File: config.mk
export PLATFORM = sky130hd
export DESIGN_NAME = wishbone_arbiter2
export DESIGN_NICKNAME = d
export VERILOG_FILES = /design/src/rtl/wishbone_arbiter2.sv
export SDC_FILE = /design/constraint.sdc
export NUM_CORES = 1
export LEC_CHECK = 0
export CAP_MARGIN = 40
export CORE_AREA = 4 4 125 127
export CTS_BUF_LIST = sky130_fd_sc_hd__clkbuf_8 sky130_fd_sc_hd__clkbuf_16
export CTS_CLUSTER_SIZE = 40
export DETAILED_ROUTE_END_ITERATION = 6
export DIE_AREA = 0 0 129 131
export PLACE_DENSITY = 0.52
export REMOVE_ABC_BUFFERS = 1
export SETUP_SLACK_MARGIN = 0.02
export SYNTH_ARGS = -nofsm -noshare
export SYNTH_HDL_FRONTEND = slang
export SYNTH_SLANG_ARGS = --single-unit
File: constraint.sdc
create_clock -name sys_clk -period 4.25 [get_ports sys_clk]
set_clock_uncertainty 0.2 [all_clocks]
set_input_delay 0.425 -clock sys_clk [delete_from_list [all_inputs] [get_ports sys_clk]]
set_output_delay 0.425 -clock sys_clk [all_outputs]
set_load 0.03 [all_outputs]
File: src/rtl/wishbone_arbiter2.sv
// Two-master to one-slave Wishbone arbiter: round-robin grant held for a whole
// cyc, combinational request/response muxing, and a per-strobe watchdog that ends a stalled strobe with err.
module wishbone_arbiter2 #(
  parameter int ADDR_WIDTH = 32,
  parameter int DATA_WIDTH = 32,
  parameter int TAG_WIDTH  = 3,
  parameter int TIMEOUT    = 16,
  localparam int SEL_WIDTH = DATA_WIDTH / 8
) (
  input  logic                  sys_clk,
  input  logic                  sys_rst,
  input  logic                  m0_cyc,
  input  logic                  m0_stb,
  input  logic                  m0_we,
  input  logic [TAG_WIDTH-1:0]  m0_tag,
  input  logic [SEL_WIDTH-1:0]  m0_sel,
  input  logic [ADDR_WIDTH-1:0] m0_adr,
  input  logic [DATA_WIDTH-1:0] m0_mosi,
  output logic [DATA_WIDTH-1:0] m0_miso,
  output logic                  m0_ack,
  output logic                  m0_err,
  input  logic                  m1_cyc,
  input  logic                  m1_stb,
  input  logic                  m1_we,
  input  logic [TAG_WIDTH-1:0]  m1_tag,
  input  logic [SEL_WIDTH-1:0]  m1_sel,
  input  logic [ADDR_WIDTH-1:0] m1_adr,
  input  logic [DATA_WIDTH-1:0] m1_mosi,
  output logic [DATA_WIDTH-1:0] m1_miso,
  output logic                  m1_ack,
  output logic                  m1_err,
  output logic                  s0_cyc,
  output logic                  s0_stb,
  output logic                  s0_we,
  output logic [TAG_WIDTH-1:0]  s0_tag,
  output logic [SEL_WIDTH-1:0]  s0_sel,
  output logic [ADDR_WIDTH-1:0] s0_adr,
  output logic [DATA_WIDTH-1:0] s0_mosi,
  input  logic [DATA_WIDTH-1:0] s0_miso,
  input  logic                  s0_ack,
  input  logic                  s0_err,
  output logic [1:0]            dbg_state_o
);

  // Handshake: a master owns the bus from grant until it drops cyc; each strobe
  // (stb high) completes in the cycle ack or err is seen, and ack/err are only
  // routed while the forwarded s0_stb is high.

  localparam int WD_W = (TIMEOUT > 0) ? $clog2(TIMEOUT + 1) : 1;
  localparam logic [WD_W-1:0] WD_MAX = WD_W'((TIMEOUT > 0) ? TIMEOUT - 1 : 0);

  typedef enum logic [1:0] {
    ST_IDLE = 2'd0,
    ST_GNT0 = 2'd1,
    ST_GNT1 = 2'd2
  } state_t;

  state_t          state_q, state_d;
  logic            prio_q, prio_d;
  logic [WD_W-1:0] wdog_q, wdog_d;
  logic            wd_err_q, wd_err_d;

  logic own0, own1, own_cyc, own_stb, fwd_stb, wd_inc, resp_ack, resp_err;

  assign own0     = (state_q == ST_GNT0);
  assign own1     = (state_q == ST_GNT1);
  assign own_cyc  = (own0 & m0_cyc) | (own1 & m1_cyc);
  assign own_stb  = (own0 & m0_stb) | (own1 & m1_stb);
  assign fwd_stb  = own_stb & ~wd_err_q;
  assign resp_ack = s0_ack & fwd_stb;
  assign resp_err = (s0_err & fwd_stb) | wd_err_q;
  // A strobe only ages while the owner keeps the bus and the slave is silent.
  assign wd_inc   = (TIMEOUT > 0) && own_cyc && own_stb && !s0_ack && !s0_err && !wd_err_q;

  assign dbg_state_o = state_q;

  always_comb begin
    state_d  = state_q;
    prio_d   = prio_q;
    wdog_d   = '0;
    wd_err_d = 1'b0;
    case (state_q)
      ST_IDLE: begin
        if (m0_cyc && (!m1_cyc || !prio_q)) begin
          state_d = ST_GNT0;
          prio_d  = 1'b1;
        end else if (m1_cyc) begin
          state_d = ST_GNT1;
          prio_d  = 1'b0;
        end
      end
      ST_GNT0: if (!m0_cyc) state_d = ST_IDLE;
      ST_GNT1: if (!m1_cyc) state_d = ST_IDLE;
      default: state_d = ST_IDLE;
    endcase
    if (wd_inc) begin
      if (wdog_q == WD_MAX) wd_err_d = 1'b1;
      else                  wdog_d   = wdog_q + 1'b1;
    end
  end

  always_ff @(posedge sys_clk) begin
    if (!sys_rst) begin
      state_q  <= ST_IDLE;
      prio_q   <= 1'b0;
      wdog_q   <= '0;
      wd_err_q <= 1'b0;
    end else begin
      state_q  <= state_d;
      prio_q   <= prio_d;
      wdog_q   <= wdog_d;
      wd_err_q <= wd_err_d;
    end
  end

  always_comb begin
    s0_cyc  = 1'b0;
    s0_stb  = fwd_stb;
    s0_we   = 1'b0;
    s0_tag  = '0;
    s0_sel  = '0;
    s0_adr  = '0;
    s0_mosi = '0;
    m0_ack  = own0 & resp_ack;
    m0_err  = own0 & resp_err;
    m0_miso = own0 ? s0_miso : '0;
    m1_ack  = own1 & resp_ack;
    m1_err  = own1 & resp_err;
    m1_miso = own1 ? s0_miso : '0;
    if (own0) begin
      s0_cyc  = m0_cyc;
      s0_we   = m0_we;
      s0_tag  = m0_tag;
      s0_sel  = m0_sel;
      s0_adr  = m0_adr;
      s0_mosi = m0_mosi;
    end else if (own1) begin
      s0_cyc  = m1_cyc;
      s0_we   = m1_we;
      s0_tag  = m1_tag;
      s0_sel  = m1_sel;
      s0_adr  = m1_adr;
      s0_mosi = m1_mosi;
    end
  end

endmodule

Word level (Yosys, flattened, before mapping):

Cells that the tools add are included.

* register bits after elaboration: 9
* output and inout bits: 144
* logic and storage cells: 67

* add/sub/neg operators: 1
* eq/ne operators: 6
* muxes and demuxes: 22
* bitwise operators: 17
* reduce and logical (&&, ||, !) cells: 17

Operator list (number)
* 32-bit 2-to-1 mux: 6
* 1-bit AND: 11
* 2-bit 2-to-1 mux: 4
* 4-bit 2-to-1 mux: 2
* 1-bit 2-to-1 mux: 7
* 3-bit 2-to-1 mux: 2
* 2-bit one-hot mux with 3 select lines: 1
* 5-bit by 1-bit adder with 5-bit output (second input constant): 1
* 5-bit by 4-bit equality test with 1-bit output (second input constant): 1
* 1-bit logical AND: 5
* 1-bit zero test: 5
* 2-bit != test (second input constant): 2
* 2-bit AND reduction: 2
* 3-bit != test (second input constant): 1
* 1-bit NOT: 3
* 1-bit bitwise OR: 3
* 3-bit AND reduction: 1
* 3-bit OR reduction: 1
* 2-bit by 1-bit equality test with 1-bit output (second input constant): 1
* 2-bit equality test (second input constant): 1
* 2-bit zero test: 1
* 2-bit nonzero test: 1
* 1-bit logical OR: 1

Logic depth before layout (Yosys ltp):

Gate-level depths: netlist (run 1).

* depth in word-level cells: 9
* gate-level depth with buffers: 5
* gate-level depth less buffers: 5

Worst setup path after synthesis (run 1):

No wires, ideal clock.

* path kind: flip-flop to output port
* start: register state_q[1] (netlist: dbg_state_o[1])
* end: output m1_err
* data arrival time: 1642 ps
* required time: 3625 ps
* path slack: 1983 ps
* cell stages (with the launch flop): 6
* path buffers: 3
* cells stage by stage: dfxtp_1 nor2b_1 buf_4 buf_6 buf_6 nor2b_1

* word-level cells in the longest chain between the ends: 7
* elaborated cells between the ends (all ways): 9
* those cells by class: eq/ne (2); bitwise (7)

Ends and longest elaborated chain
* start, declared: RTL line 58 `state_t state_q, state_d;`
* start signal, assigned: RTL line 109 `state_q <= state_d;`
* 2-bit by 1-bit equality test with 1-bit output / 2-bit equality test (equally long branches): RTL line 65, 66
* 1-bit AND: RTL line 68 `assign own_stb = (own0 & m0_stb) | (own1 & m1_stb);`
* 1-bit bitwise OR: RTL line 68
* 1-bit AND: RTL line 69 `assign fwd_stb = own_stb & ~wd_err_q;`
* 1-bit AND: RTL line 71 `assign resp_err = (s0_err & fwd_stb) | wd_err_q;`
* 1-bit bitwise OR: RTL line 71
* 1-bit AND (*): RTL line 128 `m1_err = own1 & resp_err;`
* end, declared: RTL line 31 `output logic m1_err,`

Every way passes the cells marked *; elsewhere a longest branch is shown, timed or not.

Final worst setup path (run 1):

* start: register state_q[1] (netlist: dbg_state_o[1])
* end: output s0_mosi[9]

* word-level cells in the longest chain between the ends: 3
* elaborated cells between the ends (all ways): 4
* those cells by class: eq/ne (2); mux (2)

Ends and longest elaborated chain
* 2-bit equality test: RTL line 66 `assign own1 = (state_q == ST_GNT1);`
* 32-bit 2-to-1 mux: RTL line 137 `end else if (own1) begin`
* 32-bit 2-to-1 mux (*): RTL line 130 `if (own0) begin`
* end, declared: RTL line 38 `output logic [DATA_WIDTH-1:0] s0_mosi,`

Marks and branches as above.

==> impl_results.md, run 1 <==
* Outcome: finished clean
* Clock share of power at 19.2%
* Sequential share of power at 10.6%
* Clock Path Buffers at 2
* Max-cap violations at 0
* Layout cells sized above 1 at ~2.3%
* TritonCTS Sinks at 9
* Largest net degree at the start of global routing at 56
* Non-Filler Instances at 704
* FF-to-FF path depth at 4
* Pwr Density at 167.9 nW/um^2
* Period minus WS final at 3.124 ns
* Gr usage total at between 10 and 15%
* First-pass GRT wire length at approximately 18000 um
* Post-CTS Hold Fix Bufs at 0
* Syn avg cell area at 7.956 um^2
* Placed Cells at 700
* Post-Syn Instances at 209
* Minimum setup slack among reg-to-reg paths at 2.36 ns
* Top cell type's share of synthesized area at 37.92%
* Logic gate share of total power at 70.2%
* Core footprint at 14420 um^2
* Crit path depth at 4
* Worst Min Path Start: prio_q
* Via count at 2903
* Crit-path max cell delay at 0.71 ns
* Initial core utilization at a little under an eighth
* Yosys warnings at 0
* Final setup fails at 0
* HP Class: reg -> reg
* Asr flop ratio synth at 0%
* Die width at approximately 130 um
* Post-detail-place hpwl at 12050 um
* Clock latency on the worst-skew pair at around 0.24 ns
* DR iter-0 viols at 107
* FILL cells at about 1500
* CTS tree: yes
* Postcts setup bufs at 0
* Seq cells post-synth at 9
* Worst-Margin Slew at 0.5740 ns
* Remaining Overflow, GRT at 0
* Buffers on Ports at 327
* N_diodes at 0
* H-tree levels at 1
* Mux cell area share after synthesis at 0%
* Combinational family with the most area after synthesis: compound AO/OA/AOI/OAI gates
* Pins over their slew limit at 0
* Final ANT Viol Nets at 0
* Row Count at 44
* Sequential area share after synthesis at 10.84%
* Hold Path End: dbg_state_o[0]
* CTS Buf Count at 3
* Synth Area in Simple Gates at 34.84%
* Final core area utilization at a little over a third
* Yosys top cell by area: a22o_1
* CP delay by family, top: buffers and inverters
* Crit path max fanout at around 50
* Xor-xnor portion of the synthesized cell area at approximately 1.1%
* Internal at 0.5325 mW
* Peak supply drop at 0.0001574 V
* Predominant post-synthesis flop cell: dfxtp_1
* Die ar. at 16900 um^2
* Max-slew headroom at 61.73%
* Top-level port count at 328
* Worst path slowest cell: clkdlybuf4s50_1
* Final period utilization at 73.51%
* Sw Pwr at 0.3285 mW
* DRT Pass-1 Iters at 4
* Cell Area, Synth at 1663 um^2
* RR Startpoint: dbg_state_o[0]
* Hold Path Cell Cnt at 1
* Total Power at 0.8610 mW
* Synth-to-layout area growth at 208.4%
* Final hold violation count at 0
* Gpl congestion at 0.7424
* Via/cell ratio at 4.124
* Req. time, crit path at ~3.6 ns
* Final WL at around 14000 um
* Max frequency at between 300 and 400 MHz
* RSZ-0062 raised after global routing: false
* Leak at 1.930 nW
* Number of library cell types mapped by synthesis at 23
* Die Y at 131 um
* Ranking of synthesized cells by area: a22o_1 38%, and2_1 24%, dfxtp_1 11%
* Worst flop-to-flop path endpoint: wdog_q[1]
* CTS resizes at 0
* Crit path cell chain: nor2b_4, buf_4, a22o_1, clkdlybuf4s50_1
* Critical Path AT at 2.50 ns
* Nets at 707
* Compound-Gate Fraction of Synth Area at 41.31%
* Crit path launch type: flop
* Sw Ratio at 38.15%
* CP endpoint kind: output port
* Drt drc at 0
* Min Hold Slack at just over 0.3 ns
* Wirelength per Cell at 19.97 um
* Worst setup path class: reg -> out
* EDFF count, synth at 0
* Adder-Cell Fraction of Synth Area at 1.505%
* Root Driver: clkbuf_16
* Number of global-route vias before repair at 2864
* CP bufs+invs at 2
* Initial antenna violation count at 3
* Clk slew on worst S/H paths at 0.04 ns
==> how the worst max path moves through the flow <==
| stage | start | to | slack, ns |
|---|---|---|---|
| finish | dbg_state_o[1] | s0_mosi[9] | 1.13 |
| global route | dbg_state_o[1] | s0_mosi[8] | 1.00 |
| CTS | dbg_state_o[1] | s0_mosi[8] | 1.13 |
| detailed placement | dbg_state_o[1] | s0_mosi[8] | 1.39 |
| global placement | dbg_state_o[1] | s0_mosi[8] | 1.41 |
| floorplan | dbg_state_o[0] | m0_ack | -0.84 |
==> worst reg2reg max path, stage by stage (launching register included) <==
cell	delay [ns]
dfxtp_1	0.50
nor2b_4	0.21
buf_4	0.46
a22o_4	0.27
and4_1	0.19
==> cell usage after synthesis, types with 3 or more instances <==
| library cell | instances |
|---|---|
| and4_1 | 3 |
| and3_1 | 6 |
| and2_1 | 64 |
| buf_6 | 7 |
| a22o_1 | 72 |
| clkbuf_1 | 3 |
| nor2b_1 | 6 |
| a21oi_1 | 4 |
| nand3b_1 | 3 |
| inv_1 | 3 |
| buf_2 | 13 |
| nor3_1 | 3 |
| dfxtp_1 | 9 |
==> cells in the final DEF (no fill, tap or decap), drive strengths merged <==
master | synthesis | layout
clkdlybuf4s50 | 0 | 327
a22o | 73 | 73
and2 | 64 | 64
dfxtp | 9 | 9
and3 | 6 | 6
nor2b | 6 | 6
a21oi | 5 | 5
inv | 3 | 4
buf | 21 | 4
nand3b | 3 | 3
nor3 | 3 | 3
and4 | 3 | 3
clkbuf | 3 | 3
nor4b | 2 | 2
xnor2 | 2 | 2
ha | 2 | 2
or3b | 2 | 2
nand3 | 1 | 1
o311a | 1 | 1
==> power by group through the flow <==
stage / clock (mW) / sequential (mW) / combinational [mW]
finish: 0.165 / 0.0913 / 0.605
global placement: 0 / 0.0922 / 0.607
detailed placement: 0 / 0.0925 / 0.607
global route: 0.172 / 0.0916 / 0.634
CTS: 0.169 / 0.0912 / 0.611
floorplan: 0 / 0.0932 / 0.255
==> cells by family after synthesis <==
kind of cell / after synthesis
adders and majority gates: 2
buffers and inverters: 27
and+or+nand+nor: 90
AOI/OAI and AO/OA: 79
DFF: 9
xor gates and xnor gates: 2
==> stage by stage <==
stage	setup WS, ns	setup TNS (ns)	cell area (um^2)
finish	1.126	0	5127
detailed placement	1.390	0	5049
global route	1.001	0	5127
floorplan	-0.8422	-110.63	1500
CTS	1.128	0	5127
global placement	1.413	0	5049
==> state kept, by name (all words and copies together) (netlist names) <==
signal       cells
wdog_q           5
dbg_state_o      2
prio_q           1
wd_err_q         1
==> layer usage <==
metal | GRT usage (%) | wire length (um) | vias to the layer above
met5 | 0 | 41 | -
met1 | 17.86 | 5556 | 1302
met4 | 1.791 | 88 | 6
li1 | - | - | 1410
met2 | 23.69 | 6690 | 174
met3 | 6.057 | 1680 | 11
==> cell type report <==
type / instances / area (um^2) / share of cell area [%]
Timing Repair Buffer: 331 / 3303 / 64.42
Multi-Input combinational cell: 173 / 1324 / 25.82
Tap cell: 184 / 230.2 / 4.490
Sequential cell: 9 / 180.2 / 3.514
Clock buffer: 3 / 75.07 / 1.464
Inverter: 3 / 11.26 / 0.2196
Clock inverter: 1 / 3.754 / 0.07321
(Power assumes the default switching activity.)
==> inputs of run 2 (changes only) <==
--- a/config.mk
+++ b/config.mk
@@ -6,11 +6,11 @@
 export NUM_CORES = 1
 export LEC_CHECK = 0
 export CAP_MARGIN = 40
-export CORE_AREA = 4 4 125 127
+export CORE_AREA = 4 4 124 126
 export CTS_BUF_LIST = sky130_fd_sc_hd__clkbuf_8 sky130_fd_sc_hd__clkbuf_16
 export CTS_CLUSTER_SIZE = 40
 export DETAILED_ROUTE_END_ITERATION = 6
-export DIE_AREA = 0 0 129 131
+export DIE_AREA = 0 0 128 130
 export PLACE_DENSITY = 0.52
 export REMOVE_ABC_BUFFERS = 1
 export SETUP_SLACK_MARGIN = 0.02
==> constraint.sdc (replaced) <==
create_clock -name sys_clk -period 3 [get_ports sys_clk]
set_clock_uncertainty 0.2 [all_clocks]
set_input_delay 0.3 -clock sys_clk [delete_from_list [all_inputs] [get_ports sys_clk]]
set_output_delay 0.3 -clock sys_clk [all_outputs]
set_load 0.03 [all_outputs]
==> impl_results.md, run 2 (synthesis gave the netlist of run 1 again) <==
* Sequential share of power at 10.1% (-0.5 points)
* Crit-path max cell delay at 0.70 ns (about the same)
* Pwr Density at 240.4 nW/um^2 (+43%)
* FF-to-FF path depth at 5 (+1)
* Drt drc at 0 (unchanged)
* Largest net degree at the start of global routing at 70 (+25%)
* Sw Pwr at 0.4836 mW (+47%)
* CP bufs+invs at 2 (unchanged)
* Sw Ratio at 37.75% (-0.40 points)
* Grt peak-use layer: met2
* Max-cap violations at 0 (unchanged)
* Buffers on Ports at 327 (unchanged)
* Synth-to-layout area growth at 220.4%
* Gpl congestion at 0.8480 (+14%)
* Clk slew on worst S/H paths at 0.04 ns (about the same)
* Final hold violation count at 0 (unchanged)
* Total Power at 1.281 mW (+49%)
* CTS resizes at 0 (unchanged)
* First-pass GRT wire length at 18390 um (+0.60%)
* Remaining Overflow, GRT at 0 (unchanged)
* Top-level port count at 328 (unchanged)
* DRT Pass-1 Iters at 4 (unchanged)
* Pins over their slew limit at 0 (unchanged)
* Logic gate share of total power at 72.0% (+1.8 points)
* Worst-Margin Slew at 0.3974 ns (-0.1767 ns)
* Worst setup path class: reg -> out
* TritonCTS Sinks at 9 (unchanged)
* Largest register by flop count: wdog_q
* CTS tree: yes
* CP delay by family, top: buffers and inverters
* Internal at 0.7974 mW (+50%)
* Met2 usage at 23.29% (-0.40 points)
* Root Driver: clkbuf_16
* Core footprint at 14310 um^2 (-0.76%)
* RSZ-0062 raised after global routing: false
* Most common cell after layout, fill and taps aside: clkdlybuf4s50_1
* Crit path depth at 4 (unchanged)
* Clock Path Buffers at 2 (unchanged)
* Commonest non-fill, non-tap cells in the layout: 262 x clkdlybuf4s50_1, 72 x a22o_1, 64 x and2_1, 40 x buf_4, 29 x buf_12
* Die ar. at 16640 um^2 (-1.5%)
* Routing usage on met1 at 18.50% (+0.64 points)
* Final ANT Viol Nets at 0 (unchanged)
* CTS Buf Count at 3 (unchanged)
* Die Y at 130 um (-0.76%)
* Max frequency at 355.7 MHz
* Peak supply drop at 0.0002539 V (+61%)
* Die width at 128 um (-0.78%)
* Leak at 2.139 nW (+11%)
* Final core area utilization at 37.22% (+1.7 points)
* Max reg flops at 5 (unchanged)
* Routing usage on met3 at 7.327% (+1.3 points)
* Max-slew headroom at 73.47% (+12 points)
* Worst path slowest cell: clkdlybuf4s50_1
* DR iter-0 viols at 83 (-22%)
* Nets at 707 (unchanged)
* Postcts setup bufs at 0 (unchanged)
* Hold Path Cell Cnt at 1 (unchanged)
* Wirelength per Cell at 19.85 um (-0.60%)
* Post-CTS Hold Fix Bufs at 0 (unchanged)
* Number of global-route vias before repair at 2872 (+0.28%)
* Final period utilization at 93.72%
* Critical Path AT at 2.31 ns (-0.19 ns)
* H-tree levels at 1 (unchanged)
* HP Class: reg -> reg
* Crit path max fanout at 37 (-27%)
* Final setup fails at 0 (unchanged)
* Gr usage total at 14.55% (+0.25 points)
* CP endpoint kind: output port
* Via count at 2876 (-0.93%)
* Initial core utilization at 11.62% (+0.089 points)
* Outcome: finished clean
* N_diodes at 0 (unchanged)
* Row Count at 44 (unchanged)
* TNS Setup at 0 ns (unchanged)
* Req. time, crit path at 2.50 ns (-1.12 ns)
* Initial antenna violation count at 0 (-3)
* Period minus WS final at approximately 2.8 ns
* Via/cell ratio at 4.085 (-0.93%)
* Final WL at 13970 um (-0.60%)
* Layout cells sized above 1 at 14.81% (+13 points)
* Post-detail-place hpwl at 12100 um (+0.49%)
* Crit path launch type: flop
* Clock latency on the worst-skew pair at 0.23 ns (about the same)
* Crit path cell chain: nor2b_4, buf_4, a22o_1, clkdlybuf4s50_1
* Clock share of power at 17.9% (-1.3 points)
-- run 2: changes by cell type in the layout (fill, tap and decap cells not counted), sizes merged --
cell           before  now
buf                 4   69
clkdlybuf4s50     327  262
-- run 2: stage by stage --
step                      cells  setup WS [ns]  cell area [um^2]  hold slack, ns
final                       704         0.1885              5328          0.2982
after global routing        704        0.07025              5328          0.3212
after CTS                   704         0.1669              5328          0.2967
after detailed placement    700         0.4232              5249          0.2808
after global placement      700         0.4221              5249          0.2675
after floorplan             185         -1.967              1500          0.2282
-- run 2: cell type report --
class,instances,area [um^2]
Tap cell,184,230.2
Clock buffer,3,75.07
Fill cell,1473,8986
Sequential cell,9,180.2
Multi-Input combinational cell,173,1324
Timing Repair Buffer,331,3503
Inverter,3,11.26
Clock inverter,1,3.754
-- run 2: worst reg2reg max path: cells and delay by family, from the launching register on --
kind | cells | cell delay (ns)
adders and majority gates | 2 | 0.46
DFF | 1 | 0.32
and+or+nand+nor | 3 | 0.73
-- run 2: final timing paths --
path                  start              to  slack (ns)
min reg2reg          prio_q  dbg_state_o[0]        0.30
max          dbg_state_o[1]     s0_mosi[28]        0.19
min                  prio_q  dbg_state_o[0]        0.30
max reg2reg       wdog_q[0]       wdog_q[3]        1.24
-- run 2: metal layers --
| layer | vias to the layer above | wire (um) |
|---|---|---|
| met5 | - | 0 |
| met4 | 0 | 31 |
| met3 | 3 | 1874 |
| met2 | 167 | 6347 |
| met1 | 1299 | 5719 |
| li1 | 1407 | - |
-- run 2: power by group through the flow --
stage          logic (mW)  registers (mW)  clock network (mW)
2_1_floorplan       0.362           0.132                   0
6_report            0.922           0.129               0.229
4_1_cts             0.932           0.129               0.233
5_1_grt             0.968           0.130               0.241
3_3_place_gp        0.924           0.131                   0
3_5_place_dp        0.927           0.131                   0
